`src/rtl/ctc_irq_pkg.sv`:
```
// Shared types and constants for the CTC interrupt/access controller.
package ctc_irq_pkg;

  typedef enum logic [1:0] {
    ST_IDLE    = 2'd0,
    ST_CPU_RD  = 2'd1,
    ST_ACK_RD  = 2'd2,
    ST_ACK_CAP = 2'd3
  } state_t;

  localparam logic [2:0] STAT0 = 3'b000;
  localparam logic [2:0] STAT1 = 3'b010;
  localparam logic [2:0] CNT0  = 3'b100;
  localparam logic [2:0] CNT1  = 3'b110;

  // Status register offset for the channel being acknowledged.
  function automatic logic [2:0] stat_addr(input logic id);
    return id ? STAT1 : STAT0;
  endfunction

endpackage

```
`src/rtl/ctc_irq_pend.sv`:
```
// Per-channel falling-edge detector on an active-low timer output, plus a
// pending flop in which a new event takes precedence over a same-cycle clear.
module ctc_irq_pend
  import ctc_irq_pkg::*;
(
  input  logic clock,
  input  logic reset,
  input  logic ctc_n,
  input  logic clear,
  output logic pend
);

  logic prev_reg;
  logic fall;

  assign fall = prev_reg & ~ctc_n;

  always_ff @(posedge clock) begin
    if (!reset) begin
      prev_reg <= 1'b1;
      pend     <= 1'b0;
    end else begin
      prev_reg <= ctc_n;
      if (fall)
        pend <= 1'b1;
      else if (clear)
        pend <= 1'b0;
    end
  end

endmodule

```
`src/rtl/ctc_irq_ctrl.sv`:
```
// Interrupt controller and register-port arbiter for a two-channel timer:
// CPU accesses take priority; acknowledges do a status read that clears the timer.
module ctc_irq_ctrl
  import ctc_irq_pkg::*;
(
  input  logic        clock,
  input  logic        reset,
  input  logic        cpu_read_enable,
  input  logic        cpu_write_enable,
  input  logic        cpu_ctc_sel,
  input  logic [2:0]  cpu_address,
  input  logic [15:0] cpu_write_data,
  output logic [15:0] cpu_read_data,
  output logic        cpu_ready,
  output logic        tmr_read_enable,
  output logic        tmr_write_enable,
  output logic        tmr_ctrl,
  output logic [2:0]  tmr_address,
  output logic [15:0] tmr_write_data,
  input  logic [15:0] tmr_read_data,
  input  logic        ctc0_n,
  input  logic        ctc1_n,
  input  logic [1:0]  irq_enable,
  output logic        intr,
  output logic        intr_id,
  input  logic        intr_ack,
  output logic        ack_done,
  output logic [15:0] intr_status
);

  state_t      state_reg, state_next;
  logic        ack_id_reg;
  logic        ack_start;
  logic [1:0]  ctc_n;
  logic [1:0]  pend;
  logic [1:0]  clear;
  logic [1:0]  masked;
  logic        cpu_req;

  assign ctc_n = {ctc1_n, ctc0_n};

  generate
    for (genvar gi = 0; gi < 2; gi++) begin : g_pend
      ctc_irq_pend u_pend (
        .clock (clock),
        .reset (reset),
        .ctc_n (ctc_n[gi]),
        .clear (clear[gi]),
        .pend  (pend[gi])
      );
    end
  endgenerate

  assign masked  = pend & irq_enable;
  assign intr    = reset & (|masked);
  assign intr_id = reset & ~masked[0] & masked[1];
  assign cpu_req = cpu_ctc_sel & (cpu_read_enable | cpu_write_enable);
  assign clear   = ack_done ? (ack_id_reg ? 2'b10 : 2'b01) : 2'b00;

  always_comb begin
    state_next       = state_reg;
    ack_start        = 1'b0;
    cpu_ready        = 1'b0;
    cpu_read_data    = '0;
    tmr_read_enable  = 1'b0;
    tmr_write_enable = 1'b0;
    tmr_ctrl         = 1'b0;
    tmr_address      = '0;
    tmr_write_data   = '0;
    ack_done         = 1'b0;
    case (state_reg)
      ST_IDLE: begin
        if (cpu_req) begin
          tmr_ctrl       = 1'b1;
          tmr_address    = cpu_address;
          tmr_write_data = cpu_write_data;
          if (cpu_write_enable) begin
            tmr_write_enable = 1'b1;
            cpu_ready        = 1'b1;
          end else begin
            tmr_read_enable = 1'b1;
            state_next      = ST_CPU_RD;
          end
        end else if (intr_ack && intr) begin
          ack_start  = 1'b1;
          state_next = ST_ACK_RD;
        end
      end
      ST_CPU_RD: begin
        cpu_ready     = 1'b1;
        cpu_read_data = tmr_read_data;
        state_next    = ST_IDLE;
      end
      ST_ACK_RD: begin
        tmr_read_enable = 1'b1;
        tmr_ctrl        = 1'b1;
        tmr_address     = stat_addr(ack_id_reg);
        state_next      = ST_ACK_CAP;
      end
      ST_ACK_CAP: begin
        ack_done   = 1'b1;
        state_next = ST_IDLE;
      end
      default: state_next = ST_IDLE;
    endcase
    // Reset forces every output low, including the combinational CPU pass-through.
    if (!reset) begin
      state_next       = ST_IDLE;
      ack_start        = 1'b0;
      cpu_ready        = 1'b0;
      cpu_read_data    = '0;
      tmr_read_enable  = 1'b0;
      tmr_write_enable = 1'b0;
      tmr_ctrl         = 1'b0;
      tmr_address      = '0;
      tmr_write_data   = '0;
      ack_done         = 1'b0;
    end
  end

  always_ff @(posedge clock) begin
    if (!reset) begin
      state_reg   <= ST_IDLE;
      ack_id_reg  <= 1'b0;
      intr_status <= '0;
    end else begin
      state_reg <= state_next;
      if (ack_start)
        ack_id_reg <= intr_id;
      if (state_reg == ST_ACK_CAP)
        intr_status <= tmr_read_data;
    end
  end

endmodule
```
`config.mk`:
```
export PLATFORM = sky130hd
export DESIGN_NAME = ctc_irq_ctrl
export DESIGN_NICKNAME = d
export VERILOG_FILES = /design/src/rtl/ctc_irq_pkg.sv /design/src/rtl/ctc_irq_pend.sv /design/src/rtl/ctc_irq_ctrl.sv
export SDC_FILE = /design/constraint.sdc
export NUM_CORES = 1
export LEC_CHECK = 0
export CAP_MARGIN = 20
export CORE_MARGIN = 2
export CORE_UTILIZATION = 32
export DETAILED_ROUTE_END_ITERATION = 7
export PLACE_DENSITY = 0.87
export REMOVE_ABC_BUFFERS = 1
export SYNTH_ARGS = -nofsm -noshare
export SYNTH_HDL_FRONTEND = slang
export SYNTH_HIERARCHICAL = 1
export SYNTH_SLANG_ARGS = --single-unit
```
`constraint.sdc`:
```
create_clock -name clock -period 1.37 [get_ports clock]
set_input_delay 0.2055 -clock clock [delete_from_list [all_inputs] [get_ports clock]]
set_output_delay 0.2055 -clock clock [all_outputs]
set_load 0.01 [all_outputs]
```
After elaboration in Yosys (flattened, before gate mapping). Cells that the tools add are included. Widths: inputs -> output; s select.

Bits in registers: 23. Bits in latches: 0. RAM bits: 0. Bits in read-only memories: 0. Input port bits: 45. Output and inout bits: 58. Memories: 0.

Add/sub/neg operators: 0. Multiply operators: 0. Divide/modulo/power cells: 0. $lt $le $gt $ge: 0. Equality and inequality tests: 5. Shift operators: 0. Multiplexer cells: 38. Bitwise operators: 11. Reduce and logical (&&, ||, !) cells: 7.

Operators by type and width (number): $mux 16 (5); $mux 1 (20); $mux 2 (6); $and 1x1->1 (6); $mux 3 (2); $ne 3x3->1 const B (2); $pmux 1 s2 (3); $pmux 2 s3 (1); $pmux 3 s2 (1); $eq 2x2->1 const B (2); $reduce_bool 2->1 (2); $reduce_or 2->1 (2); $not 1->1 (3); $and 2x2->2 (1); $eq 2x1->1 const B (1); $logic_not 2->1 (1); $reduce_and 2->1 (1); $logic_and 1x1->1 (1); $or 1x1->1 (1).

Logic depth before layout (Yosys ltp).
Word-level depth: 8. Mapped depth: 5.

By module. The synthesis kept the hierarchy.

Modules (own cells, without submodules): ctc_irq_ctrl (instances 1, cells each 142, area each 1057.3 sq um, sequential area each 380.4 sq um); ctc_irq_pend (instances 2, cells each 6, area each 70.1 sq um, sequential area each 40.0 sq um).

Worst setup path after synthesis. No wires, ideal clock.

Path kind: register -> output. From: register state_reg[1]. To: output port cpu_ready. Arrival time: 1.028 ns. Path slack: 0.136 ns. Stages on the path, launching flop included: 6. Buffers on the path: 2. Path through: dfxtp_1 inv_2 and3_1 buf_6 buf_6 a21o_1.

Word-level cells in the longest chain between the ends: 3. Elaborated cells on any way between the ends: 4.

RTL lines: start: declaration (line ctc_irq_ctrl.sv:31) `state_t state_reg, state_next;`; start signal: assignment (line ctc_irq_ctrl.sv:127) `state_reg <= state_next;`; $eq 2x1->1 / $logic_not 2->1 (equally long branches) (line ctc_irq_ctrl.sv:71) `case (state_reg)`; $pmux 1 s2 (*) (line ctc_irq_ctrl.sv:71); $mux 1 (*) (line ctc_irq_ctrl.sv:107) `if (!reset) begin`; end: declaration (line ctc_irq_ctrl.sv:14) `output logic cpu_ready,`.

Every way passes the cells marked *; elsewhere a longest branch is shown, timed or not.

Worst setup path after layout. Same ends and word-level chain as after synthesis.

==> metrics.cfg <==
[status]
outcome = finished, violations left
violations = setup timing

[route]
firstDrtPassIters = 4
vias_per_cell = 4.65
ant_nets = 0
drcViolationCount = 0
routed_wl_mm = 4.12
wl_per_cell_um = 12.5
drt-initial-drc-count = 41
vias = 1524

[grt]
grt_max_degree = 18
antenna_found_initial = 0
grt-ovfl-total = 0
grt_pass1_wl_mm = 6.31
grt_usage_pct = 18.8
grt_pass1_vias = 1450

[finish]
fin_cells = 328
regMostFlops = intr_status
largest_register_ff_count = 16
final_common_cell = clkdlybuf4s50_1
layout_common_cells = 44 x clkdlybuf4s50_1, 38 x buf_6, 34 x nand2_1
nets = 326
drive_gt1_share_pct = 42.9
syn_to_final_growth_pct = 119
antenna_cells = 0

[timing]
clock.fmax_mhz = 632
worstMarginPinSlew_ns = 0.186
rsz0062_at_grt = true
layout_worst_path_cycle_share_pct = 115
slew_headroom_pct = 87.4
whs_ns = 0.215
finalWorstSetupSlack_ns = -0.212
setup_violations = 37
slew_viol_final = 0
hold_violations = 0
fin_skew_ns = 0.0158
period_minus_slack_ns = 1.58

[die]
die_w_um = 65.2
io_pins = 103
dieHeight_um = 65.2
rows = 22
die-area_um2 = 4250
core-area_um2 = 3630
start_util_pct = 33.0

[setup_path]
cpMaxStageDelayCell = dfxtp_2
rr_endpoint = state_reg[1]
rr_startpoint = state_reg[1]
cp.required_ns = 1.16
arrival_ns = 1.38
worst_setup_path_end_kind = output port
slowest_delay_ns = 0.37
path_class = flip-flop to output port
cp-start-kind = flip-flop
cp_cell_sequence = buf_6, inv_4, and3_4, buf_6, a21o_1, buf_2
reg2regPathDepth = 5
r2r_setup_slack_ns = 0.06
cpMostUsedCell = buf_6
cp_max_fo = 6

[logic_synthesis]
synth_seq_cells = 23
synth_compound_area_share_pct = 15.9
muxShareOfSynthArea_pct = 0
async_reset_ff_share_pct = 0
syn_area_um2 = 1200
synthCells = 154
synth-adder-area-share_pct = 0
synth_top_family_by_area = simple AND/OR/NAND/NOR gates
yosysWarnings = 6
yosysSeqAreaShare_pct = 38.5
synth-xor-area-share_pct = 0
synth_cell_type_count = 25
synth_edf_count = 0
yosys.area_share.simple_pct = 39.7
ys.flop_type = dfxtp_1
syn_area_per_cell_um2 = 7.78

[cts]
clkTransAtPathRegs_ns = 0.09
htreeDepth = 1
cts_root_buf = clkbuf_8
cts_buffer_depth = 2
cts.sinks = 23
numCtsBuffers = 3
clk_latency_ns = 0.26
cts_tree = built

[pwr]
intPower_mw = 1.15
clkPwrFrac_pct = 27.2
peakVddDrop_v = 0.000450
netSwitchingPower_mw = 0.367
leakage_nw = 1.33
power_density_nw_per_um2 = 577
switching_share_pct = 24.2
p_seq_share_pct = 45.4
p_comb_share_pct = 27.4

[min_path]
hold_class = input pin to flip-flop
min-delay-start = cpu_write_enable
holdPathEnd = state_reg[1]
whs_path_depth = 2

[placement]
gp_congestion = 0.879
port-buffer-count = 102
place_hpwl_mm = 3.15
dp_cells = 319

[flow_run]
max_cap_violations = 0

[metal layers]
| metal | up-vias | global-route usage, % | wire [um] |
|---|---|---|---|
| met2 | 81 | 37.8 | 2180 |
| met3 | 2 | 4.45 | 359 |
| met4 | 0 | 4.17 | 31 |
| met1 | 686 | 19.4 | 1540 |
| met5 | - | 0 | 0 |
| li1 | 755 | - | - |
[stage by stage]
| stage | setup TNS (ns) | area, um2 | total power [mW] | setup WS, ns | utilization [%] |
|---|---|---|---|---|---|
| 6_report | -6.55 | 2630 | 1.52 | -0.212 | 72.3 |
| 5_1_grt | -8.72 | 2630 | 1.59 | -0.266 | 72.3 |
| 4_1_cts | -5.56 | 2370 | 1.47 | -0.171 | 65.2 |
| 3_5_place_dp | -26.81 | 2390 | 1.08 | -0.691 | 65.9 |
| 3_3_place_gp | -25.79 | 2390 | 1.07 | -0.667 | 65.9 |
| 2_1_floorplan | 0 | 1130 | 0.799 | 0.0751 | - |
[power groups by stage]
stage	logic [mW]	clock network [mW]	registers, mW
2_1_floorplan	0.0963	0	0.703
3_3_place_gp	0.368	0	0.701
3_5_place_dp	0.374	0	0.702
4_1_cts	0.363	0.419	0.688
5_1_grt	0.449	0.455	0.690
6_report	0.416	0.413	0.688
[cell type report]
type | instances | area (um2)
inverters | 2 | 10.0
clock buffers | 3 | 41.3
repair buffers | 131 | 1250
flip-flops and latches | 23 | 464
multi-input cells | 120 | 792
clock inverters | 1 | 5.00
well taps | 48 | 60.1
fillers | 296 | 1010
[cells by family after synthesis]
| kind of cell | after synthesis |
|---|---|
| AND/OR/NAND/NOR | 90 |
| AO/OA/AOI/OAI | 30 |
| flip-flops | 23 |
| buffers and inverters | 11 |
[worst max-delay path by stage]
stage                      from             end  slack, ns  cells past startpoint
6_report           state_reg[1]       cpu_ready      -0.21                      6
5_1_grt            state_reg[1]       cpu_ready      -0.27                      6
4_1_cts            state_reg[1]       cpu_ready      -0.17                      6
3_5_place_dp   cpu_write_enable  tmr_address[1]      -0.69                      6
3_3_place_gp   cpu_write_enable  tmr_address[1]      -0.67                      6
2_1_floorplan      state_reg[1]  tmr_address[0]       0.08                      3
[cells in the mapped netlist, drive strengths merged, types with 2 or more instances]
master | number | share of area (%)
a21boi | 2 | 1.9
a21oi | 20 | 8.4
a311oi | 2 | 1.5
a41oi | 2 | 1.5
and2 | 38 | 20
and3 | 2 | 1.0
buf | 7 | 4.7
clkbuf | 2 | 0.63
dfxtp | 23 | 38
inv | 2 | 0.63
nand2 | 35 | 11
nand2b | 7 | 3.7
nor2 | 2 | 0.63
nor3 | 2 | 0.84
[worst max-delay path, delay by kind of cell (launching register included)]
family | cells | cell delay [ns]
AO/OA/AOI/OAI | 1 | 0.16
buffers and inverters | 4 | 0.42
flip-flops | 1 | 0.37
AND/OR/NAND/NOR | 1 | 0.16
[what timing repair did]
item / in CTS / in global routing
setup buffers: 4 / 1
hold buffers: 0 / 0
hold endpoints to repair: 0 / 0
pin swaps: 22 / 14
gates resized for setup: 206 / 66
endpoints found under the setup margin: 42 / 53
cloned: 1 / 1
(Power assumes the default switching activity.)
